**src/rtl/list_sum_engine.sv**
```systemverilog
// list_sum_engine
//   Walks a singly linked list in word-addressed memory, starting at a head
//   pointer. It adds every node value into a wide sum and counts the nodes.
//   A node at address p holds its value in mem[p] and its next pointer in
//   mem[p+1]. Pointer value 0 terminates the list.
//
// Ports
//   clk         rising-edge clock
//   rst         asynchronous, active-low reset
//   start       level; a run begins when start is high in IDLE
//   head_addr   list head, sampled when a run is accepted
//   mem_req     one-cycle read request
//   mem_addr    read address, valid while mem_req is high
//   mem_rvalid  read data valid; the memory returns exactly one per request
//   mem_rdata   read data
//   busy        high from run acceptance until DONE is entered
//   done        high while in DONE; sum, count and flags are held
//   sum         running or final sum, modulo 2^SUM_W
//   count       number of nodes accumulated
//   overflow    sticky for the run; set when the sum wrapped
//   err_len     set when the walk was cut short at MAX_NODES nodes
//
// Every output is either a flop or a decode of the state and pointer flops,
// so no combinational path runs from any input to any output.
module list_sum_engine #(
  parameter int DATA_W    = 16,
  parameter int ADDR_W    = 8,
  parameter int SUM_W     = 24,
  parameter int MAX_NODES = 255,
  parameter int CNT_W     = $clog2(MAX_NODES + 1)
) (
  input  logic              clk,
  input  logic              rst,
  input  logic              start,
  input  logic [ADDR_W-1:0] head_addr,
  output logic              mem_req,
  output logic [ADDR_W-1:0] mem_addr,
  input  logic              mem_rvalid,
  input  logic [DATA_W-1:0] mem_rdata,
  output logic              busy,
  output logic              done,
  output logic [SUM_W-1:0]  sum,
  output logic [CNT_W-1:0]  count,
  output logic              overflow,
  output logic              err_len
);

  localparam logic [2:0] S_IDLE      = 3'd0;
  localparam logic [2:0] S_REQ_VAL   = 3'd1;
  localparam logic [2:0] S_WAIT_VAL  = 3'd2;
  localparam logic [2:0] S_REQ_NEXT  = 3'd3;
  localparam logic [2:0] S_WAIT_NEXT = 3'd4;
  localparam logic [2:0] S_DONE      = 3'd5;

  logic [2:0]        state_q,    state_d;
  logic [ADDR_W-1:0] ptr_q,      ptr_d;
  logic [SUM_W-1:0]  sum_q,      sum_d;
  logic [CNT_W-1:0]  count_q,    count_d;
  logic              overflow_q, overflow_d;
  logic              err_len_q,  err_len_d;

  // One extra bit captures the carry out of the top sum bit.
  logic [SUM_W:0]    sum_ext;

  always_comb begin
    state_d    = state_q;
    ptr_d      = ptr_q;
    sum_d      = sum_q;
    count_d    = count_q;
    overflow_d = overflow_q;
    err_len_d  = err_len_q;
    sum_ext    = {1'b0, sum_q} + (SUM_W + 1)'(mem_rdata);

    case (state_q)
      S_IDLE: begin
        if (start) begin
          sum_d      = '0;
          count_d    = '0;
          overflow_d = 1'b0;
          err_len_d  = 1'b0;
          ptr_d      = head_addr;
          state_d    = (head_addr == '0) ? S_DONE : S_REQ_VAL;
        end
      end

      S_REQ_VAL: state_d = S_WAIT_VAL;

      S_WAIT_VAL: begin
        if (mem_rvalid) begin
          sum_d      = sum_ext[SUM_W-1:0];
          overflow_d = overflow_q | sum_ext[SUM_W];
          count_d    = count_q + CNT_W'(1);
          state_d    = S_REQ_NEXT;
        end
      end

      S_REQ_NEXT: state_d = S_WAIT_NEXT;

      S_WAIT_NEXT: begin
        if (mem_rvalid) begin
          // The terminator test uses the full word; only the low ADDR_W
          // bits are kept when the word is followed as a pointer.
          if (mem_rdata == '0) begin
            state_d = S_DONE;
          end else if (count_q == CNT_W'(MAX_NODES)) begin
            err_len_d = 1'b1;
            state_d   = S_DONE;
          end else begin
            ptr_d   = mem_rdata[ADDR_W-1:0];
            state_d = S_REQ_VAL;
          end
        end
      end

      S_DONE: begin
        if (!start) state_d = S_IDLE;
      end

      default: state_d = S_IDLE;
    endcase
  end

  always_ff @(posedge clk or negedge rst) begin
    if (!rst) begin
      state_q    <= S_IDLE;
      ptr_q      <= '0;
      sum_q      <= '0;
      count_q    <= '0;
      overflow_q <= 1'b0;
      err_len_q  <= 1'b0;
    end else begin
      state_q    <= state_d;
      ptr_q      <= ptr_d;
      sum_q      <= sum_d;
      count_q    <= count_d;
      overflow_q <= overflow_d;
      err_len_q  <= err_len_d;
    end
  end

  // The next-pointer word sits one above the value word and wraps with the
  // address width.
  always_comb begin
    mem_req  = (state_q == S_REQ_VAL) || (state_q == S_REQ_NEXT);
    mem_addr = '0;
    if (state_q == S_REQ_VAL)  mem_addr = ptr_q;
    if (state_q == S_REQ_NEXT) mem_addr = ptr_q + ADDR_W'(1);
    busy     = (state_q == S_REQ_VAL)  || (state_q == S_WAIT_VAL) ||
               (state_q == S_REQ_NEXT) || (state_q == S_WAIT_NEXT);
    done     = (state_q == S_DONE);
    sum      = sum_q;
    count    = count_q;
    overflow = overflow_q;
    err_len  = err_len_q;
  end

endmodule
```
**config.mk**
```make
export PLATFORM = sky130hd
export DESIGN_NAME = list_sum_engine
export DESIGN_NICKNAME = d
export VERILOG_FILES = /design/src/rtl/list_sum_engine.sv
export SDC_FILE = /design/constraint.sdc
export NUM_CORES = 1
export LEC_CHECK = 0
export BUFFER_PORTS_ARGS = -buffer_cell sky130_fd_sc_hd__buf_2
export CORE_UTILIZATION = 40
export CTS_CLUSTER_SIZE = 20
export DETAILED_ROUTE_END_ITERATION = 16
export GPL_ROUTABILITY_DRIVEN = 0
export GPL_TIMING_DRIVEN = 1
export PLACE_DENSITY = 0.6
export SYNTH_ARGS = -nofsm -noshare
export SYNTH_HDL_FRONTEND = slang
export SYNTH_SLANG_ARGS = --single-unit
```
**constraint.sdc**
```tcl
create_clock -name clk -period 3.3 [get_ports clk]
set_clock_uncertainty 0.15 [all_clocks]
set_input_delay 0.165 -clock clk [delete_from_list [all_inputs] [get_ports clk]]
set_output_delay 0.165 -clock clk [all_outputs]
set_load 0.05 [all_outputs]
```
==> flow_summary.yaml, run 1 <==
grt:
  antenna_found_initial: 0
  grt_usage_pct: 21.38
  grt.overflow.total: 0
  grt_pass1_wl_um: 14390
  grt_max_degree: 42
  grt_pass1_vias: 2921
pwr:
  power_mw: 3.141
  leakagePower_nw: 1.848
  ir_drop_mv: 0.2980
  power_density_mw_per_mm2: 831.8
clock_network:
  cts_root_buf: "clkbuf_8"
  cts_buffers: 5
  cts_tree: "built"
  hold_buffers: 2
  cts_buffer_depth: 2
  cts.sinks: 45
  clock_latency_ns: 0.30
  cts_setup_buffers: 0
  post_cts_resized: 0
  htreeDepth: 2
  clk_transition_reported_paths_ns: 0.09
worst_setup_path:
  worst_r2r_path_depth: 8
  cp.arrival_ns: 2.71
  cp.required_ns: 3.34
  startpoint_type: "register"
  path_class: "reg -> reg"
  path_max_fanout: 4
  crit_path_end_kind: "register"
route:
  drt_pre_antenna_iters: 4
  vias_per_cell: 5.632
  drc: 0
  vias: 3058
  drt-initial-drc-count: 137
  wirelength_um: 8432
  wl_per_cell_um: 15.53
  postRouteAntennaNets: 0
status:
  outcome: "complete, no violations"
logic_synthesis:
  yosysTopAreaCell: "dfrtp_1"
  synth_edf_count: 0
  syn-cell-area_mm2: 0.003217
  synth_nets: 416
  yosysMostFrequentCell: "nor2_1"
  postSynthAreaPerCell_um2: 8.718
  ys_types: 53
  ys.flop_type: "dfrtp_1"
  yosys-top-cells-count: "nor2_1, dfrtp_1, nand2_1"
  yosys_register_bits: 45
  synth.area.top_cells: "dfrtp_1, ha_1, nor2_1, nand2_1, a21oi_1"
  synth_warnings: 0
  synth_top_area_share_pct: 35.01
  synthArstFlopShare_pct: 100.0
  synthCells: 369
  yosysSeqAreaShare_pct: 35.01
sta:
  fmax_mhz: 374.5
  setup-tns-final_ns: 0
  finalCritPeriodShare_pct: 80.91
  fin_crit_ns: 2.670
  fin_hold_ws_ns: 0.04963
  hold_viol: 0
  rsz0062_at_grt: "false"
  slew_headroom_pct: 37.55
  worst_pin_slew_ns: 0.9367
  setup_violations: 0
  maxSlewViolCount: 0
final_layout:
  syn2layout_area_growth_pct: 17.39
  antennaDiodeCount: 0
  fin_cells: 543
  fin_nets: 487
  drive_gt1_share_pct: 22.22
die:
  dieArea_mm2: 0.008404
  coreArea_mm2: 0.007767
  die_w_um: 91.68
  core.rowCount: 32
  boundaryPins: 73
  die_h_um: 91.68
  start_util_pct: 41.41
place:
  io_buffer_count: 72
  dp_hpwl_um: 6372
  post-place-cells: 533
flow_run:
  cap_violations: 0
worst_hold_path:
  holdPathStages: 3
  worstHoldPathType: "in -> reg"
-- final timing paths --
check / startpoint / to / slack [ns]
setup / recovery: sum[0]$_DFFE_PN0P_ / sum[14]$_DFFE_PN0P_ / 0.63
hold / removal: head_addr[3] / ptr_q[3]$_DFFE_PN0P_ / 0.05
setup reg to reg: sum[0]$_DFFE_PN0P_ / sum[14]$_DFFE_PN0P_ / 0.63
hold reg to reg: err_len$_DFFE_PN0P_ / err_len$_DFFE_PN0P_ / 0.35
max in group asynchronous: rst / sum[10]$_DFFE_PN0P_ / 1.99
min in group asynchronous: rst / count[5]$_DFFE_PN0P_ / 0.40
-- metal layers --
layer  up-vias  track usage (%)  wire length (µm)
met5         -                0                 0
met4         0            6.085               128
met2        73            35.65              4063
met3        10            2.653               285
li1       1495                -                 -
met1      1480            29.10              3955
-- where the power goes --
| group | total [mW] | switching, mW | internal [mW] | leakage, nW |
|---|---|---|---|---|
| Clock | 0.336 | 0.189 | 0.147 | 0.0450 |
| Combinational | 1.91 | 1.29 | 0.621 | 1.22 |
| Sequential | 0.898 | 0.197 | 0.701 | 0.584 |
-- cell type report --
class | instances | area, µm²
clock buffer | 6 | 72.57
clock inverter | 2 | 10.01
fill | 800 | 3991
inverter | 4 | 15.01
multi-input combinational | 304 | 1999
sequential | 45 | 1126
tap | 102 | 127.6
timing repair buffer | 80 | 425.4
-- logic make-up (layout without fill, tap and decap cells) --
kind of cell / count (synthesis) / after routing / share of synthesized area, %
flops: 45 / 45 / 35.01
xor+xnor: 25 / 25 / 6.807
compound gates: 110 / 110 / 22.99
buf+inv: 20 / 92 / 2.839
mux: 10 / 10 / 3.112
fa+ha+maj: 19 / 19 / 7.624
simple gates: 140 / 140 / 21.63
-- metrics by stage --
step                cell area [µm²]  worst slack [ns]  utilization [%]
finish                         3776            0.6298            48.61
global route                   3776            0.4193            48.61
CTS                            3776            0.6407            48.61
detailed placement             3674            0.6802            47.29
global placement               3674            0.7090            47.29
floorplan                      3217            0.6337                -
-- placed cells by master, fill, tap and decap left out, types with 10 or more instances in the layout --
| master | count |
|---|---|
| nor2_1 | 47 |
| a22o_1 | 14 |
| buf_2 | 72 |
| o21ai_0 | 26 |
| a21oi_1 | 26 |
| dfrtp_1 | 45 |
| xnor2_1 | 11 |
| ha_1 | 18 |
| xor2_1 | 14 |
| nand2_1 | 37 |
| mux2i_1 | 10 |
-- critical path: stages, from the launching register on --
cell	delay, ns
dfrtp_1	0.40
ha_1	0.23
fa_1	0.43
a211oi_1	0.30
nor2_1	0.14
o21ai_0	0.35
o31a_1	0.30
xnor2_1	0.09
a22o_1	0.18
-- sequential cells by signal, summed over array words and instances, names as in the netlist --
name,cells
ptr_q,8
state_q,3
count,8
overflow,1
sum,24
err_len,1
Note: power is estimated with default switching activity, not from simulation.
==> inputs of run 2 (changes only) <==
==> constraint.sdc (replaced) <==
create_clock -name clk -period 2.7 [get_ports clk]
set_clock_uncertainty 0.15 [all_clocks]
set_input_delay 0.135 -clock clk [delete_from_list [all_inputs] [get_ports clk]]
set_output_delay 0.135 -clock clk [all_outputs]
set_load 0.05 [all_outputs]
==> flow_summary.yaml, run 2 (same netlist as run 1, synthesis figures left out) <==
status:
  outcome: "complete, no violations"
worst_setup_path:
  crit_path_end: "sum[23]$_DFFE_PN0P_"
  critPathMaxStageDelay_ns: 0.41
  crit_chain: "ha_1 > o21ai_0 > o21ai_1 > nand4b_1 > a21bo_2 > a2111o_1 > o21ai_1"
  timing.rr.end: "sum[23]$_DFFE_PN0P_"
  timing.rr.start: "sum[2]$_DFFE_PN0P_"
  path_max_fanout: 6
  cp.required_ns: 2.77
  cp.arrival_ns: 2.56
  cp-startpoint: "sum[2]$_DFFE_PN0P_"
  regToRegSetupSlack_ns: 0.21
  cp_common_cell: "o21ai_1"
  path_class: "reg -> reg"
  startpoint_type: "register"
  worst_r2r_path_depth: 7
  crit_path_end_kind: "register"
  crit_slowest_cell: "dfrtp_1"
route:
  vias: 3048
  drt_pre_antenna_iters: 4
  vias_per_cell: 5.582
  postRouteAntennaNets: 0
  drt-initial-drc-count: 112
  wirelength_um: 8234
  drc: 0
  wl_per_cell_um: 15.08
sta:
  hold_viol: 0
  worst_pin_slew_ns: 0.4824
  fmax_mhz: 401.6
  fin_crit_ns: 2.490
  setup-tns-final_ns: 0
  finalCritPeriodShare_pct: 92.21
  fin_hold_ws_ns: 0.02428
  rsz0062_at_grt: "false"
  maxSlewViolCount: 0
  slew_headroom_pct: 67.84
  setup_violations: 0
final_layout:
  fin_nets: 492
  syn2layout_area_growth_pct: 18.44
  final_common_cell: "buf_2"
  final-seq-area_mm2: 0.001126
  final_cell_mix: "buf_2, nor2_1, dfrtp_1"
  fillCellCount: 802
  antennaDiodeCount: 0
  multi_input_area_mm2: 0.002004
  largest_reg_flops: 24
  drive_gt1_share_pct: 23.20
die:
  boundaryPins: 73
  core.rowCount: 32
  coreArea_mm2: 0.007767
  start_util_pct: 41.41
  die_h_um: 91.68
  die_w_um: 91.68
  dieArea_mm2: 0.008404
grt:
  grt_usage_pct: 21.08
  grt_pass1_wl_um: 14220
  antenna_found_initial: 0
  grt.overflow.total: 0
  grt_max_degree: 26
  grt_pass1_vias: 2966
clock_network:
  clk_transition_reported_paths_ns: 0.08
  htreeDepth: 2
  cts.sinks: 45
  cts_tree: "built"
  cts_root_buf: "clkbuf_8"
  cts_buffers: 5
  cts_buffer_depth: 2
  clock_latency_ns: 0.29
pwr:
  power_density_mw_per_mm2: 1016
  leakagePower_nw: 1.867
  ir_drop_mv: 0.4588
place:
  io_buffer_count: 72
  dp_hpwl_um: 6461
flow_run:
  cap_violations: 0
worst_hold_path:
  worstHoldPathType: "in -> reg"
==> run 2: how the worst min path moves through the flow <==
| stage | from | to | cells after the start |
|---|---|---|---|
| final | head_addr[3] | ptr_q[3]$_DFFE_PN0P_ | 3 |
| after global routing | head_addr[5] | ptr_q[5]$_DFFE_PN0P_ | 3 |
| after CTS | head_addr[3] | ptr_q[3]$_DFFE_PN0P_ | 3 |
| after detailed placement | rst | count[7]$_DFFE_PN0P_ | 1 |
| after global placement | rst | count[7]$_DFFE_PN0P_ | 1 |
| after floorplan | rst | count[0]$_DFFE_PN0P_ | 0 |
==> run 2: what timing repair did <==
item	CTS	global route
hold buffers	2	0
resized for setup	0	2
hold endpoints to repair	21	0
endpoints found under the setup margin	0	9
setup buffers	0	0
==> run 2: area by class of cell <==
cell class | instances | share of cell area [%]
clock buffers | 5 | 1.806
clock inverters | 1 | 0.1314
inverters | 4 | 0.3941
multi-input cells | 304 | 52.61
flip-flops and latches | 45 | 29.56
well taps | 102 | 3.350
repair buffers | 85 | 12.15
==> run 2: through the flow <==
step,cells,worst slack [ns],util [%],total power [mW],cell area [µm²]
after CTS,546,0.1560,48.99,3.896,3805
final,546,0.2103,49.05,3.871,3810
after floorplan,369,0.03371,-,2.925,3217
after global placement,538,0.2301,47.78,3.464,3711
after detailed placement,538,0.1685,47.78,3.487,3711
after global routing,546,0.008028,49.05,4.187,3810
==> run 2: critical path: cells and delay by family, from the launching register on <==
kind                     cells  cell delay, ns
flip-flops                   1            0.41
adder cells (fa/ha/maj)      1            0.38
AO/OA/AOI/OAI                5            1.18
AND/OR/NAND/NOR              1            0.29
==> run 2: report_power, final <==
| part | leakage [nW] | internal, mW | switching [mW] |
|---|---|---|---|
| Combinational | 1.24 | 0.804 | 1.61 |
| Clock | 0.0399 | 0.171 | 0.221 |
| Sequential | 0.584 | 0.858 | 0.211 |
| Total | 1.87 | 1.83 | 2.04 |
==> run 2: layer usage <==
| metal | up-vias | GRT usage [%] | share of wire, % | routed length [µm] |
|---|---|---|---|---|
| met2 | 65 | 34.40 | 47 | 3839 |
| li1 | 1513 | - | - | - |
| met1 | 1450 | 28.42 | 48 | 3938 |
| met5 | - | 0 | 0 | 0 |
| met4 | 0 | 7.937 | 2.7 | 221 |
| met3 | 20 | 2.819 | 2.8 | 234 |
